## src/rtl/ulpi_pkg.sv

```systemverilog
// ULPI link-side register controller: shared constants and state encoding.
// ULPI_REG_CTL_INIT_EN adds the post-reset PHY init state.
package ulpi_pkg;

    localparam logic [1:0] TXCMD_REGW = 2'b10;
    localparam logic [1:0] TXCMD_REGR = 2'b11;

    localparam logic [5:0] ADDR_FUNC_CTRL = 6'h04;
    localparam logic [5:0] ADDR_OTG_CTRL  = 6'h0A;

    localparam int         RXCMD_LS_LSB  = 0;
    localparam int         RXCMD_EV_LSB  = 4;
    localparam logic [1:0] RXCMD_EV_ACT  = 2'b01;

    typedef enum logic [3:0] {
        IDLE,
        WR_CMD,
        WR_DATA,
        WR_STP,
        RD_CMD,
        RD_TURN,
        RD_DATA,
        DONE
`ifdef ULPI_REG_CTL_INIT_EN
        , INIT
`endif
    } ctl_state_t;

    function automatic logic [7:0] txcmd(input logic [1:0] pfx,
                                         input logic [5:0] addr);
        return {pfx, addr};
    endfunction

endpackage

```

## src/rtl/ulpi_rxcmd.sv

```systemverilog
// ULPI bus-direction tracking and RX CMD capture.
// Read data cycles are excluded so register reads never look like RX CMDs.
module ulpi_rxcmd
    import ulpi_pkg::*;
(
    input  logic       ulpi_clk,
    input  logic       ulpi_rst_n,
    input  logic       ulpi_dir,
    input  logic       ulpi_nxt,
    input  logic [7:0] ulpi_data_in,
    input  logic       rd_data_cycle,
    output logic       dir_q,
    output logic       turnaround,
    output logic       bus_free,
    output logic [7:0] rx_cmd,
    output logic       rx_cmd_stb,
    output logic [1:0] line_state,
    output logic       rx_active
);

    logic capture;

    assign turnaround = ulpi_dir != dir_q;
    assign bus_free   = !ulpi_dir && !dir_q;
    assign capture    = ulpi_dir && dir_q && !ulpi_nxt && !rd_data_cycle;

    always_ff @(posedge ulpi_clk) begin
        if (!ulpi_rst_n) begin
            dir_q      <= 1'b0;
            rx_cmd     <= 8'h00;
            rx_cmd_stb <= 1'b0;
        end else begin
            dir_q      <= ulpi_dir;
            rx_cmd_stb <= capture;
            if (capture) begin
                rx_cmd <= ulpi_data_in;
            end
        end
    end

    assign line_state = rx_cmd[RXCMD_LS_LSB +: 2];
    assign rx_active  = rx_cmd[RXCMD_EV_LSB +: 2] == RXCMD_EV_ACT;

endmodule

```

## src/rtl/ulpi_reg_ctl.sv

```systemverilog
// ULPI PHY register read/write sequencer with PHY-preempt retry and timeout.
// ULPI_REG_CTL_INIT_EN enables the post-reset Function/OTG Control init writes.
module ulpi_reg_ctl
    import ulpi_pkg::*;
#(
    parameter int         TIMEOUT        = 255,
    parameter logic [7:0] INIT_FUNC_CTRL = 8'h45,
    parameter logic [7:0] INIT_OTG_CTRL  = 8'h00
) (
    input  logic       ulpi_clk,
    input  logic       ulpi_rst_n,
    input  logic       ulpi_dir,
    input  logic       ulpi_nxt,
    output logic       ulpi_stp,
    input  logic [7:0] ulpi_data_in,
    output logic [7:0] ulpi_data_out,
    input  logic       reg_req,
    input  logic       reg_we,
    input  logic [5:0] reg_addr,
    input  logic [7:0] reg_wdata,
    output logic       reg_ack,
    output logic       reg_err,
    output logic [7:0] reg_rdata,
    output logic [7:0] rx_cmd,
    output logic       rx_cmd_stb,
    output logic [1:0] line_state,
    output logic       rx_active,
    output logic       init_done
);

    localparam logic [7:0] CNT_LAST = 8'(TIMEOUT - 1);

`ifdef ULPI_REG_CTL_INIT_EN
    localparam ctl_state_t ST_RST = INIT;
`else
    localparam ctl_state_t ST_RST = IDLE;
`endif

    ctl_state_t state, state_n;
    logic [7:0] cnt, cnt_n;
    logic [5:0] addr_q;
    logic [7:0] wdata_q;
    logic [7:0] rdata_q;
    logic       err_q, err_n;
    logic       load_user, load_init;
    logic       counting, timed_out;
    logic       dir_q, turnaround, bus_free;
    logic       init_step;

    ulpi_rxcmd u_rxcmd (
        .ulpi_clk      (ulpi_clk),
        .ulpi_rst_n    (ulpi_rst_n),
        .ulpi_dir      (ulpi_dir),
        .ulpi_nxt      (ulpi_nxt),
        .ulpi_data_in  (ulpi_data_in),
        .rd_data_cycle (state == RD_DATA),
        .dir_q         (dir_q),
        .turnaround    (turnaround),
        .bus_free      (bus_free),
        .rx_cmd        (rx_cmd),
        .rx_cmd_stb    (rx_cmd_stb),
        .line_state    (line_state),
        .rx_active     (rx_active)
    );

    // Waiting for the PHY to release the bus is not a timeout condition.
    assign counting = ((state == WR_CMD || state == RD_CMD) && bus_free)
                    || state == WR_DATA || state == RD_TURN;
    assign timed_out = cnt == CNT_LAST;
    assign cnt_n     = (state_n == state && counting) ? cnt + 8'd1 : 8'd0;

    always_comb begin
        state_n       = state;
        err_n         = err_q;
        load_user     = 1'b0;
        load_init     = 1'b0;
        ulpi_stp      = 1'b0;
        ulpi_data_out = 8'h00;
        unique case (state)
            IDLE: begin
                if (reg_req && init_done && bus_free) begin
                    state_n   = reg_we ? WR_CMD : RD_CMD;
                    load_user = 1'b1;
                    err_n     = 1'b0;
                end
            end
            WR_CMD: begin
                if (bus_free) begin
                    ulpi_data_out = txcmd(TXCMD_REGW, addr_q);
                    if (ulpi_nxt) begin
                        state_n = WR_DATA;
                    end else if (timed_out) begin
                        state_n = WR_STP;
                        err_n   = 1'b1;
                    end
                end
            end
            WR_DATA: begin
                if (ulpi_dir) begin
                    state_n = WR_CMD;
                end else begin
                    ulpi_data_out = wdata_q;
                    if (ulpi_nxt) begin
                        state_n = WR_STP;
                    end else if (timed_out) begin
                        state_n = WR_STP;
                        err_n   = 1'b1;
                    end
                end
            end
            WR_STP: begin
                ulpi_stp = 1'b1;
                state_n  = DONE;
            end
            RD_CMD: begin
                if (bus_free) begin
                    ulpi_data_out = txcmd(TXCMD_REGR, addr_q);
                    if (ulpi_nxt) begin
                        state_n = RD_TURN;
                    end else if (timed_out) begin
                        state_n = WR_STP;
                        err_n   = 1'b1;
                    end
                end
            end
            RD_TURN: begin
                if (turnaround && ulpi_dir) begin
                    state_n = ulpi_nxt ? DONE : RD_DATA;
                    err_n   = ulpi_nxt;
                end else if (timed_out) begin
                    state_n = WR_STP;
                    err_n   = 1'b1;
                end
            end
            RD_DATA: begin
                state_n = DONE;
                if (!(ulpi_dir && dir_q)) begin
                    err_n = 1'b1;
                end
            end
            DONE: begin
`ifdef ULPI_REG_CTL_INIT_EN
                if (init_done || (!err_q && init_step)) begin
                    state_n = IDLE;
                end else begin
                    state_n = INIT;
                end
`else
                state_n = IDLE;
`endif
            end
`ifdef ULPI_REG_CTL_INIT_EN
            INIT: begin
                if (bus_free) begin
                    state_n   = WR_CMD;
                    load_init = 1'b1;
                    err_n     = 1'b0;
                end
            end
`endif
            default: state_n = IDLE;
        endcase
    end

    always_ff @(posedge ulpi_clk) begin
        if (!ulpi_rst_n) begin
            state   <= ST_RST;
            cnt     <= 8'd0;
            err_q   <= 1'b0;
            addr_q  <= 6'd0;
            wdata_q <= 8'h00;
            rdata_q <= 8'h00;
        end else begin
            state <= state_n;
            cnt   <= cnt_n;
            err_q <= err_n;
            if (load_user) begin
                addr_q  <= reg_addr;
                wdata_q <= reg_wdata;
            end else if (load_init) begin
                addr_q  <= init_step ? ADDR_OTG_CTRL : ADDR_FUNC_CTRL;
                wdata_q <= init_step ? INIT_OTG_CTRL : INIT_FUNC_CTRL;
            end
            if (state == RD_DATA && ulpi_dir && dir_q) begin
                rdata_q <= ulpi_data_in;
            end
        end
    end

`ifdef ULPI_REG_CTL_INIT_EN
    logic init_done_q;

    always_ff @(posedge ulpi_clk) begin
        if (!ulpi_rst_n) begin
            init_step   <= 1'b0;
            init_done_q <= 1'b0;
        end else if (state == DONE && !init_done_q && !err_q) begin
            if (init_step) begin
                init_done_q <= 1'b1;
            end else begin
                init_step <= 1'b1;
            end
        end
    end

    assign init_done = init_done_q;
`else
    assign init_step = 1'b0;
    assign init_done = 1'b1;
`endif

    // Init-sequence writes complete silently.
    assign reg_ack   = state == DONE && init_done;
    assign reg_err   = reg_ack && err_q;
    assign reg_rdata = rdata_q;

endmodule
```

## config.mk

```make
export PLATFORM = sky130hd
export DESIGN_NAME = ulpi_reg_ctl
export DESIGN_NICKNAME = d
export VERILOG_FILES = /design/src/rtl/ulpi_pkg.sv /design/src/rtl/ulpi_rxcmd.sv /design/src/rtl/ulpi_reg_ctl.sv
export SDC_FILE = /design/constraint.sdc
export NUM_CORES = 1
export LEC_CHECK = 0
export ABC_AREA = 1
export BUFFER_PORTS_ARGS = -buffer_cell sky130_fd_sc_hd__buf_2
export CORE_MARGIN = 2
export CORE_UTILIZATION = 31
export DETAILED_ROUTE_END_ITERATION = 10
export MAX_ROUTING_LAYER = met4
export PLACE_DENSITY = 0.54
export SYNTH_ARGS = -nofsm -noshare
export SYNTH_HDL_FRONTEND = slang
export SYNTH_SLANG_ARGS = --single-unit
```

## constraint.sdc

```tcl
create_clock -name ulpi_clk -period 2 [get_ports ulpi_clk]
set_input_delay 0.2 -clock ulpi_clk [delete_from_list [all_inputs] [get_ports ulpi_clk]]
set_output_delay 0.2 -clock ulpi_clk [all_outputs]
set_load 0.01 [all_outputs]
```

Word-level counts from Yosys, hierarchy flattened
Index checks and enable logic that the tools add are counted.
{"block": "totals", "wordCells": 76, "reg_bits": 45, "in_bits": 28}
{"block": "op_classes", "n_eq_ne": 15, "n_addsub": 1, "mux": 27, "reduce_logical": 24}
{"operator": "4-bit 2-to-1 mux", "n": 9}
{"operator": "8-bit 2-to-1 mux", "n": 3}
{"operator": "4-bit case mux with 6 select lines", "n": 1}
{"operator": "8-bit case mux with 3 select lines", "n": 1}
{"operator": "4-bit by 3-bit == test with 1-bit output (second input constant)", "n": 4}
{"operator": "1-bit logical AND", "n": 11}
{"operator": "1-bit 2-to-1 mux", "n": 11}
{"operator": "8-bit by 1-bit adder with 8-bit output (second input constant)", "n": 1}
{"operator": "4-bit by 2-bit == test with 1-bit output (second input constant)", "n": 2}
{"operator": "8-bit == test (second input constant)", "n": 1}
{"operator": "2-bit != test (second input constant)", "n": 3}
{"operator": "1-bit case mux with 5 select lines", "n": 1}
{"operator": "5-bit AND reduction", "n": 1}
{"operator": "5-bit nonzero test", "n": 1}
{"operator": "4-bit by 1-bit == test with 1-bit output (second input constant)", "n": 1}
{"operator": "4-bit == test", "n": 1}
{"operator": "1-bit zero test", "n": 4}
{"operator": "4-bit zero test", "n": 1}
{"operator": "2-bit OR reduction", "n": 2}
{"operator": "1-bit logical OR", "n": 3}
{"operator": "3-bit 2-to-1 mux", "n": 1}
{"operator": "2-bit by 1-bit == test with 1-bit output (second input constant)", "n": 1}
{"operator": "2-bit by 1-bit != test with 1-bit output (second input constant)", "n": 1}
{"operator": "2-bit AND reduction", "n": 1}
{"operator": "1-bit != test", "n": 1}

Logic depth before layout (Yosys ltp)
Gate-level depths: netlist of the first run.
{"block": "logic_depth", "depth_word": 8, "depth_mapped": 13}

Hierarchy
From an unflattened synthesis of the first run, not the netlist that was laid out.
{"block": "hier_totals", "hier_cells": 328, "area_unflattened_um2": 2354.8}
{"mod": "ulpi_reg_ctl", "area_each_um2": 1885.6, "seq_area_each_um2": 700.7, "cells_each": 262, "instances": 1}
{"mod": "ulpi_rxcmd", "area_each_um2": 469.2, "seq_area_each_um2": 200.2, "cells_each": 66, "instances": 1}

Worst setup path after synthesis of the first run
OpenSTA, ideal clock, no wires.
{"block": "synth_path", "path_kind": "register to register", "from": "reg cnt[0]", "to": "reg cnt[0]", "stages_incl_launch_ff": 14, "slack_ns": 0.505, "setup_ns": 0.063, "arrival_time_ns": 1.432, "period_less_slack_ns": 1.495, "cell_sequence": "dfxtp_1 > inv_1 > ha_1 > inv_1 > nor2_1 > nand2_1 > nand3_1 > nand2_1 > nand3_1 > nand2_1 > nand2_1 > nor2_2 > nand2_4 > nor2_2"}
{"block": "synth_between", "elab_chain_len": 8, "word_cells_on_any_way": 14, "classes_between": "add/sub: 1; eq/ne: 2; mux: 9; reduce/logical: 2"}
{"item": "from (decl)", "line": "ulpi_reg_ctl.sv:40", "rtl": "logic [7:0] cnt, cnt_n;"}
{"item": "from (signal assigned)", "line": "ulpi_reg_ctl.sv:175", "rtl": "cnt <= cnt_n;"}
{"item": "8-bit == test", "line": "ulpi_reg_ctl.sv:69", "rtl": "assign timed_out = cnt == CNT_LAST;"}
{"item": "4-bit 2-to-1 mux"}
{"item": "4-bit 2-to-1 mux (on tied branches)", "line": "ulpi_reg_ctl.sv:118, ulpi_reg_ctl.sv:90, ulpi_reg_ctl.sv:103"}
{"item": "4-bit 2-to-1 mux (on tied branches)", "line": "ulpi_reg_ctl.sv:116, ulpi_reg_ctl.sv:88, ulpi_reg_ctl.sv:99"}
{"item": "4-bit case mux with 6 select lines", "line": "ulpi_reg_ctl.sv:79", "rtl": "unique case (state)"}
{"item": "4-bit == test", "line": "ulpi_reg_ctl.sv:70", "rtl": "assign cnt_n = (state_n == state && counting) ? cnt + 8'd1 : 8'd0;"}
{"item": "1-bit logical AND", "line": "ulpi_reg_ctl.sv:70"}
{"item": "2-bit AND reduction (no source line)"}
Parallel ways exist; a longest one is shown, timed or not.
A chain may end at the register's enable or synchronous reset.

Final worst setup path of the first run
{"block": "layout_path", "from": "reg state[2]", "to": "out ulpi_data_out[7]"}
{"block": "layout_between", "elab_chain_len": 2, "word_cells_on_any_way": 4, "classes_between": "eq/ne: 3; mux: 1"}
{"item": "from (decl)", "line": "ulpi_reg_ctl.sv:39", "rtl": "ctl_state_t state, state_n;"}
{"item": "from (signal assigned)", "line": "ulpi_reg_ctl.sv:174", "rtl": "state <= state_n;"}
{"item": "4-bit by 3-bit == test with 1-bit output (tied with other cells)", "line": "ulpi_reg_ctl.sv:79"}
{"item": "8-bit case mux with 3 select lines (*)", "line": "ulpi_reg_ctl.sv:79"}
{"item": "to (decl)", "line": "ulpi_reg_ctl.sv:16", "rtl": "output logic [7:0] ulpi_data_out,"}
Every way passes the cells marked *; elsewhere a longest branch is shown, timed or not.

==> impl_metrics.yaml, run 1 <==
power_and_ir_drop:
  p_sw_mw: 0.4249
  ir_drop_mv: 0.4312
  p_sw_share_pct: 25.75
  p_per_area_nw_per_um2: 620.9
  combPwrFrac_pct: 9.1
  power.internal_mw: 1.225
  seqPwrFrac_pct: 56.6
  p_leak_nw: 1.222
  power.share.clock_pct: 34.3
clock_tree:
  ctsResizeCount: 0
  clk_pin_slew_ns: 0.09
  cts.sinks: 45
  clk_latency_ns: 0.30
  clockBufferDepth: 2
  cts_buffers: 5
  htreeDepth: 2
  cts_setup_buffers: 0
  postCtsHoldBufs: 0
  cts_tree: "done"
  clockRootBuffer: "clkbuf_8"
synthesis:
  yosysSeqAreaShare_pct: 41.24
  synthTopCellsByArea: "dfxtp_1, nor2_1, o21ai_0"
  yosysTopAreaCellShare_pct: 41.24
  yosys_warnings: 0
  synth_seq_cells: 45
  syn_nets: 344
  syn_inst: 314
  avgSynthCellArea_sq_um: 6.957
  yosys.area.top_type: "dfxtp_1"
  synthesis.area_sq_um: 2185
  ys_types: 26
route:
  detail-route-antenna-nets: 0
  drc: 0
  vias: 2110
  drtPass1Iterations: 4
  drtIter0Drc: 101
  avgRoutedWirePerCell_microns: 11.33
  vias_per_cell: 4.489
  wl_microns: 5323
placed_design:
  gp_congestion: 0.9548
  hpwlAfterDp_microns: 4003
  port-buffer-count: 58
die:
  initial_utilization_pct: 32.15
  die_w_microns: 87.95
  dieArea_sq_um: 7734
  rows: 30
  ios: 60
  core_sq_um: 6794
  chipHeight_microns: 87.95
global_routing:
  grt_max_degree: 34
  grt_pass1_vias: 2017
  grt_overflow: 0
  grt_first_pass_wirelength_microns: 8880
  grt_usage_pct: 14.98
  antenna_found_initial: 0
worst_setup_path:
  r2r_slack_ns: 0.26
  worstPathCellList: "inv_2 > nor2_4 > nand2_2 > nand2_4 > nand2_1 > o21ai_0 > buf_2"
  r2r-start: "state[2]"
  critPathRequiredTime_ns: 1.80
  critical_path.slowest_cell: "dfxtp_1"
  crit_path_start_kind: "flop"
  cp-endpoint: "ulpi_data_out[7]"
  path_max_fanout: 8
  critPathArrivalTime_ns: 1.61
  reg2regPathDepth: 11
  rr_endpoint: "cnt[2]"
  crit_start: "state[2]"
  end_kind: "output pin"
  cpPeakStageDelay_ns: 0.47
  path_class: "reg -> out"
timing:
  finalMaxSlewViolations: 0
  finalSetupViolations: 0
  period_share_pct: 90.35
  finClkSkew_ns: 0.008290
  rsz0062_at_grt: "no"
  hold_violations: 0
  period_minus_slack_ns: 1.807
  max_clock_freq_mhz: 553.4
  hold_ws_ns: 0.1411
  tns_ns: 0
min_path:
  hp-class: "in -> reg"
  holdCritStartpoint: "ulpi_data_in[5]"
cells_and_area:
  nets: 403
  fill_cells: 761
  n_antenna_cell: 0
  layout-drive-gt1-share_pct: 26.74
  ff_latch_area_sq_um: 900.9
  area_delta_synth_final_pct: 21.65
  multi_input_area_sq_um: 1102
run_status:
  status: "completed"
flow_run:
  drv_cap: 0
## per-stage QoR
step	area [sq um]	total power [mW]	instances	util, %	worst slack [ns]
final	2658	1.650	470	39.12	0.1930
after detailed placement	2574	1.107	462	37.88	0.2916
after floorplan	2185	1.047	314	-	0.5048
after global placement	2574	1.106	462	37.88	0.2748
after global routing	2658	1.729	470	39.12	0.08064
after CTS	2658	1.676	470	39.12	0.1912
## worst max-delay path, delay by kind of cell (launching register included)
family	cells	cell delay [ns]
flops	1	0.47
compound gates	1	0.13
simple gates	4	0.43
buf+inv	2	0.27
## power by group through the flow
stage / Sequential, mW / Combinational [mW] / Clock, mW
6_report: 0.933 / 0.151 / 0.566
2_1_floorplan: 0.955 / 0.0923 / 0
5_1_grt: 0.936 / 0.175 / 0.617
3_3_place_gp: 0.954 / 0.152 / 0
4_1_cts: 0.934 / 0.153 / 0.590
3_5_place_dp: 0.954 / 0.152 / 0
## state kept, by name (all words and copies together) (netlist names), 4 cells and up
register,cells
wdata_q,8
state,4
reg_rdata,8
cnt,8
addr_q,6
u_rxcmd.rx_cmd,8
## cells in the mapped netlist, drive strengths merged
cell	n
xnor2	2
clkinv	1
a21oi	12
nand2	51
a31oi	3
nor3	2
nand3	23
dfxtp	45
nand4	4
xor2	4
buf	5
o21ai	45
clkbuf	5
inv	33
ha	2
nor2	75
conb	2
## how the worst min path moves through the flow
stage | cells after the start | to
final | 3 | u_rxcmd.rx_cmd[5]
after global routing | 3 | u_rxcmd.rx_cmd[5]
after CTS | 3 | u_rxcmd.rx_cmd[5]
after detailed placement | 2 | reg_rdata[4]
after global placement | 2 | reg_rdata[4]
after floorplan | 2 | u_rxcmd.rx_cmd[0]
## cell usage in the layout (no fill, tap or decap)
cell type | synthesis | layout
inv_4 | 1 | 1
nand2_2 | 6 | 6
o21ai_0 | 44 | 44
conb_1 | 2 | 2
xor2_1 | 4 | 4
nand3_1 | 23 | 23
o21ai_1 | 1 | 1
nand4_1 | 4 | 4
nand2_4 | 3 | 3
inv_1 | 26 | 26
nor2_1 | 60 | 60
dfxtp_1 | 45 | 45
xnor2_1 | 2 | 2
nor2_4 | 2 | 2
clkbuf_1 | 5 | 2
nor3_1 | 1 | 1
a21oi_1 | 12 | 12
nor2_2 | 13 | 13
clkbuf_8 | 0 | 5
buf_2 | 2 | 58
ha_1 | 2 | 2
clkinvlp_4 | 0 | 1
buf_4 | 3 | 4
nor3_2 | 1 | 1
a31oi_1 | 3 | 3
clkinv_1 | 1 | 1
inv_2 | 6 | 6
nand2_1 | 42 | 42
## metal layers
| metal | up-vias | global-route usage [%] | wire length [microns] |
|---|---|---|---|
| met2 | 41 | 24.17 | 2578 |
| met3 | 5 | 3.205 | 211 |
| met5 | - | - | 0 |
| li1 | 1121 | - | - |
| met1 | 943 | 18.10 | 2449 |
| met4 | 0 | 6.154 | 84 |
## cells by family after synthesis
family / share of synthesized area [%]
DFF: 41.24
AOI/OAI and AO/OA: 13.92
adders and majority gates: 1.145
xor gates and xnor gates: 2.405
buffers and inverters: 8.305
and+or+nand+nor: 32.65
other: 0.3438
## final cells by class
class,instances,share of cell area (%)
Clock buffer,7,2.872
Sequential cell,45,33.90
Multi-Input combinational cell,225,41.48
Inverter,34,4.896
Tap cell,96,4.520
Clock inverter,1,0.2825
Timing Repair Buffer,62,12.05
Note: power is estimated with default switching activity, not from simulation.
==> inputs of run 2 (changes only) <==
PLACE_DENSITY = 0.56   (was 0.54)
clock period = 1.65 ns   (was 2 ns; I/O delays follow)
==> impl_metrics.yaml, run 2 (synthesized netlist as in run 1, its figures left out) <==
timing:
  rsz0062_at_grt: "yes"
  tns_ns: -0.04087
  max_clock_freq_mhz: 600.3
  setup_ws_ns: -0.01597
  period_share_pct: 101.0
  finClkSkew_ns: 0.004639
  finalMaxSlewViolations: 0
  period_minus_slack_ns: 1.666
  hold_ws_ns: 0.09885
  hold_violations: 0
  finalSetupViolations: 5
cells_and_area:
  fill_cells: 704
  mostFrequentLayoutCells: "buf_2, nor2_1, dfxtp_1"
  layout-drive-gt1-share_pct: 36.27
  utilization_pct: 43.06
  n_antenna_cell: 0
  area_delta_synth_final_pct: 33.91
  nets: 416
  final_common_cell: "buf_2"
  multi_input_area_sq_um: 1206
  ff_latch_area_sq_um: 914.6
route:
  wl_microns: 5764
  drc: 0
  avgRoutedWirePerCell_microns: 11.96
  drtIter0Drc: 75
  detail-route-antenna-nets: 0
  vias_per_cell: 4.537
  drtPass1Iterations: 4
  vias: 2187
die:
  core_sq_um: 6794
  chipHeight_microns: 87.95
  dieArea_sq_um: 7734
  die_w_microns: 87.95
  initial_utilization_pct: 32.15
  ios: 60
  rows: 30
power_and_ir_drop:
  ir_drop_mv: 0.3471
  p_per_area_nw_per_um2: 747.1
  p_leak_nw: 1.338
global_routing:
  antenna_found_initial: 0
  grt_usage_pct: 16.31
  grt_max_degree: 34
  grt_pass1_vias: 2066
  grt_first_pass_wirelength_microns: 9542
  grt_overflow: 0
worst_setup_path:
  crit_path_start_kind: "flop"
  rr_endpoint: "cnt[3]"
  critical_path.slowest_cell: "dfxtp_4"
  r2r-start: "state[1]"
  cp_top_family: "buffers and inverters"
  critPathRequiredTime_ns: 1.48
  crit_buf_inv: 3
  end_kind: "output pin"
  cpPeakStageDelay_ns: 0.38
  cpMostUsedCell: "buf_6"
  path_max_fanout: 6
  worstPathCellList: "nor2_4 > buf_6 > nand2_8 > buf_6 > o21ai_1 > buf_2"
  critPathArrivalTime_ns: 1.50
  r2r_slack_ns: 0
  reg2regPathDepth: 11
  path_class: "reg -> out"
min_path:
  holdCritStartpoint: "ulpi_data_in[5]"
  holdPathStages: 3
  hp-class: "in -> reg"
  hold_end: "u_rxcmd.rx_cmd[5]"
clock_tree:
  htreeDepth: 2
  cts.sinks: 45
  clockBufferDepth: 2
  postCtsHoldBufs: 0
  cts_tree: "done"
  clockRootBuffer: "clkbuf_8"
  cts_buffers: 5
  clk_latency_ns: 0.31
  clk_pin_slew_ns: 0.09
flow_run:
  drv_cap: 0
placed_design:
  hpwlAfterDp_microns: 4167
  gp_congestion: 0.9386
  port-buffer-count: 58
run_status:
  violations: "negative setup slack"
  status: "complete, but fails checks"
run 2: cell types whose count changed in the layout (fill, tap and decap cells not counted), moves of 4 or more:
cell     previous run  this run
buf_4               4        12
buf_6               0         5
dfxtp_1            45        40
nand2_1            42        33
nand2_2             6        12
nor2_1             60        52
nor2_2             13        17
nor2_4              2         6
o21ai_0            44        35
o21ai_1             1         7
run 2: worst max-delay path by stage:
| stage | from | to | cells after the start | slack [ns] |
|---|---|---|---|---|
| after CTS | state[2] | cnt[2] | 13 | 0.003 |
| after global placement | state[2] | cnt[2] | 11 | -0.10 |
| after floorplan | cnt[0] | cnt[0] | 13 | 0.15 |
| final | state[2] | ulpi_data_out[4] | 6 | -0.02 |
| after detailed placement | state[2] | cnt[2] | 11 | -0.03 |
| after global routing | state[3] | cnt[3] | 11 | -0.13 |
run 2: final cells by class:
class	instances	share of cell area, %
clock buffer	5	2.352
clock inverter	2	1.326
timing repair buffer	75	14.93
inverter	34	4.790
sequential	45	31.27
tap	96	4.106
multi-input combinational	225	41.23
run 2: through the flow:
| step | worst slack [ns] | area [sq um] | std cells | total power, mW |
|---|---|---|---|---|
| 5_1_grt | -0.1298 | 2925 | 482 | 2.279 |
| 3_3_place_gp | -0.1024 | 2626 | 469 | 1.347 |
| 3_5_place_dp | -0.03248 | 2626 | 469 | 1.347 |
| 4_1_cts | 0.002630 | 2761 | 476 | 2.202 |
| 6_report | -0.01597 | 2925 | 482 | 2.186 |
| 2_1_floorplan | 0.1548 | 2185 | 314 | 1.269 |
run 2: routing by layer:
layer / wire length, microns / share of wire [%] / vias up / track usage [%]
met5: 0 / 0 / - / -
met1: 2669 / 46 / 965 / 20.74
met4: 140 / 2.4 / 0 / 6.434
li1: - / - / 1143 / -
met2: 2713 / 47 / 63 / 25.28
met3: 241 / 4.2 / 16 / 3.487
run 2: repair_timing:
| item | CTS | global route |
|---|---|---|
| buffers inserted | 1 | 6 |
| endpoints found under the setup margin | 15 | 20 |
| pin swaps | 3 | 20 |
| resized for setup | 14 | 41 |
run 2: worst register-to-register path, delay by kind of cell, from the launching register on:
| kind | cells | cell delay [ns] |
|---|---|---|
| buffers and inverters | 1 | 0.15 |
| DFF | 1 | 0.38 |
| and+or+nand+nor | 10 | 1.03 |
run 2: where the power goes:
| group | total, mW | switching (mW) | internal [mW] |
|---|---|---|---|
| Combinational | 0.206 | 0.124 | 0.0819 |
| Sequential | 1.13 | 0.0187 | 1.11 |
| Clock | 0.850 | 0.401 | 0.449 |
| Total | 2.19 | 0.544 | 1.64 |
==> inputs of run 3 (changes only) <==
CORE_ASPECT_RATIO = 1.1   (was not set)
PLACE_DENSITY = 0.54   (was 0.56)
clock period = 1.7 ns   (was 1.65 ns; I/O delays follow)
==> impl_metrics.yaml, run 3 (synthesized netlist as in run 1, its figures left out) <==
placed_design:
  gp_congestion: 0.8832
  hpwlAfterDp_microns: 4032
  place_area_sq_um: 2567
  pre_cts_ws_ns: 0.008113
  dp.cells: 452
  port-buffer-count: 58
worst_setup_path:
  r2r-start: "state[2]"
  path_class: "reg -> out"
  r2r_slack_ns: 0.07
  end_kind: "output pin"
  critPathArrivalTime_ns: 1.49
  critPathRequiredTime_ns: 1.53
  crit_path_start_kind: "flop"
  rr_endpoint: "cnt[4]"
  path_max_fanout: 5
  reg2regPathDepth: 9
power_and_ir_drop:
  p_per_area_nw_per_um2: 671.0
  p_leak_nw: 1.307
  ir_drop_mv: 0.3453
die:
  dieArea_sq_um: 7735
  initial_utilization_pct: 31.54
  chipHeight_microns: 92.05
  ios: 60
  rows: 32
  core_sq_um: 6927
  die_w_microns: 84.04
global_routing:
  gr-usage-met1_pct: 17.77
  grt_overflow: 0
  grt_usage_pct: 14.56
  grt_first_pass_wirelength_microns: 8887
  grt_busiest_layer: "met2"
  grt_max_degree: 34
  antenna_found_initial: 0
  grt_pass1_vias: 1933
  grtUsageMet2_pct: 24.14
  grtUsageMet3_pct: 3.150
timing:
  rsz0062_at_grt: "yes"
  hold_ws_ns: 0.1084
  setup_ws_ns: 0.04112
  max_clock_freq_mhz: 602.8
  finClkSkew_ns: 0.006293
  finalMaxSlewViolations: 0
  period_share_pct: 97.58
  finalSetupViolations: 0
  period_minus_slack_ns: 1.659
  hold_violations: 0
route:
  wl_microns: 5587
  drtIter0Drc: 93
  vias_per_cell: 4.580
  drc: 0
  detail-route-antenna-nets: 0
  drtPass1Iterations: 4
  vias: 2139
  avgRoutedWirePerCell_microns: 11.96
clock_tree:
  cts.sinks: 45
  cts_tree: "done"
  clk_pin_slew_ns: 0.08
  clk_latency_ns: 0.30
  cts_buffers: 5
  htreeDepth: 2
  clockBufferDepth: 2
  clockRootBuffer: "clkbuf_8"
cells_and_area:
  final_common_cell: "buf_2"
  layout-drive-gt1-share_pct: 35.34
  fin_area_sq_um: 2843
  area_delta_synth_final_pct: 30.13
  n_antenna_cell: 0
  fill_cells: 754
  mostFrequentLayoutCells: "buf_2, nor2_1, o21ai_0"
  nets: 413
  stdcell_count: 467
  utilization_pct: 41.04
min_path:
  hp-class: "in -> reg"
  holdPathStages: 3
  holdCritStartpoint: "ulpi_data_in[7]"
  hold_end: "u_rxcmd.rx_cmd[7]"
flow_run:
  drv_cap: 0
run_status:
  status: "completed"
## run 3: critical path: stages, from the launching register on
cell and delay [ns]:
dfxtp_4 0.38, nor2_4 0.19, nand2_4 0.08, buf_4 0.16
o21ai_0 0.21, buf_2 0.17
## run 3: power by group
| part | internal (mW) | total (mW) | switching (mW) |
|---|---|---|---|
| clock network | 0.271 | 0.625 | 0.354 |
| logic | 0.0731 | 0.188 | 0.115 |
| registers | 1.08 | 1.09 | 0.0171 |
## run 3: worst max path at each step
stage	from	cells past startpoint	endpoint	slack, ns
floorplan	cnt[0]	13	cnt[0]	0.20
finish	state[2]	5	ulpi_data_out[6]	0.04
detailed placement	state[0]	13	cnt[6]	0.008
global placement	state[3]	11	cnt[4]	0.02
global route	state[3]	11	cnt[4]	-0.05
CTS	state[3]	6	ulpi_data_out[7]	-0.02
## run 3: through the flow
stage / power [mW] / TNS, ns
2_1_floorplan: 1.232 / 0
3_3_place_gp: 1.299 / 0
3_5_place_dp: 1.300 / 0
4_1_cts: 1.923 / -0.01580
5_1_grt: 2.005 / -0.1804
6_report: 1.908 / 0
## run 3: cell type report
class / instances / area (sq um) / area share (%)
clock buffer: 5 / 68.82 / 2.421
clock inverter: 1 / 5.005 / 0.1761
inverter: 34 / 137.6 / 4.842
multi-input combinational: 225 / 1210 / 42.56
sequential: 45 / 919.6 / 32.35
tap: 85 / 106.4 / 3.741
timing repair buffer: 72 / 395.4 / 13.91
## run 3: metal layers
layer / wire length (microns) / part of all wire, %
met4: 77 / 1.4
met2: 2816 / 50
met3: 213 / 3.8
met1: 2479 / 44
met5: 0 / 0
## run 3: what timing repair did
action	CTS	global route
pin swaps	0	15
endpoints found under the hold margin	0	0
hold buffers	0	0
gates resized for setup	1	43
setup endpoints to repair	15	26
buffers inserted	0	9
gates cloned	0	0
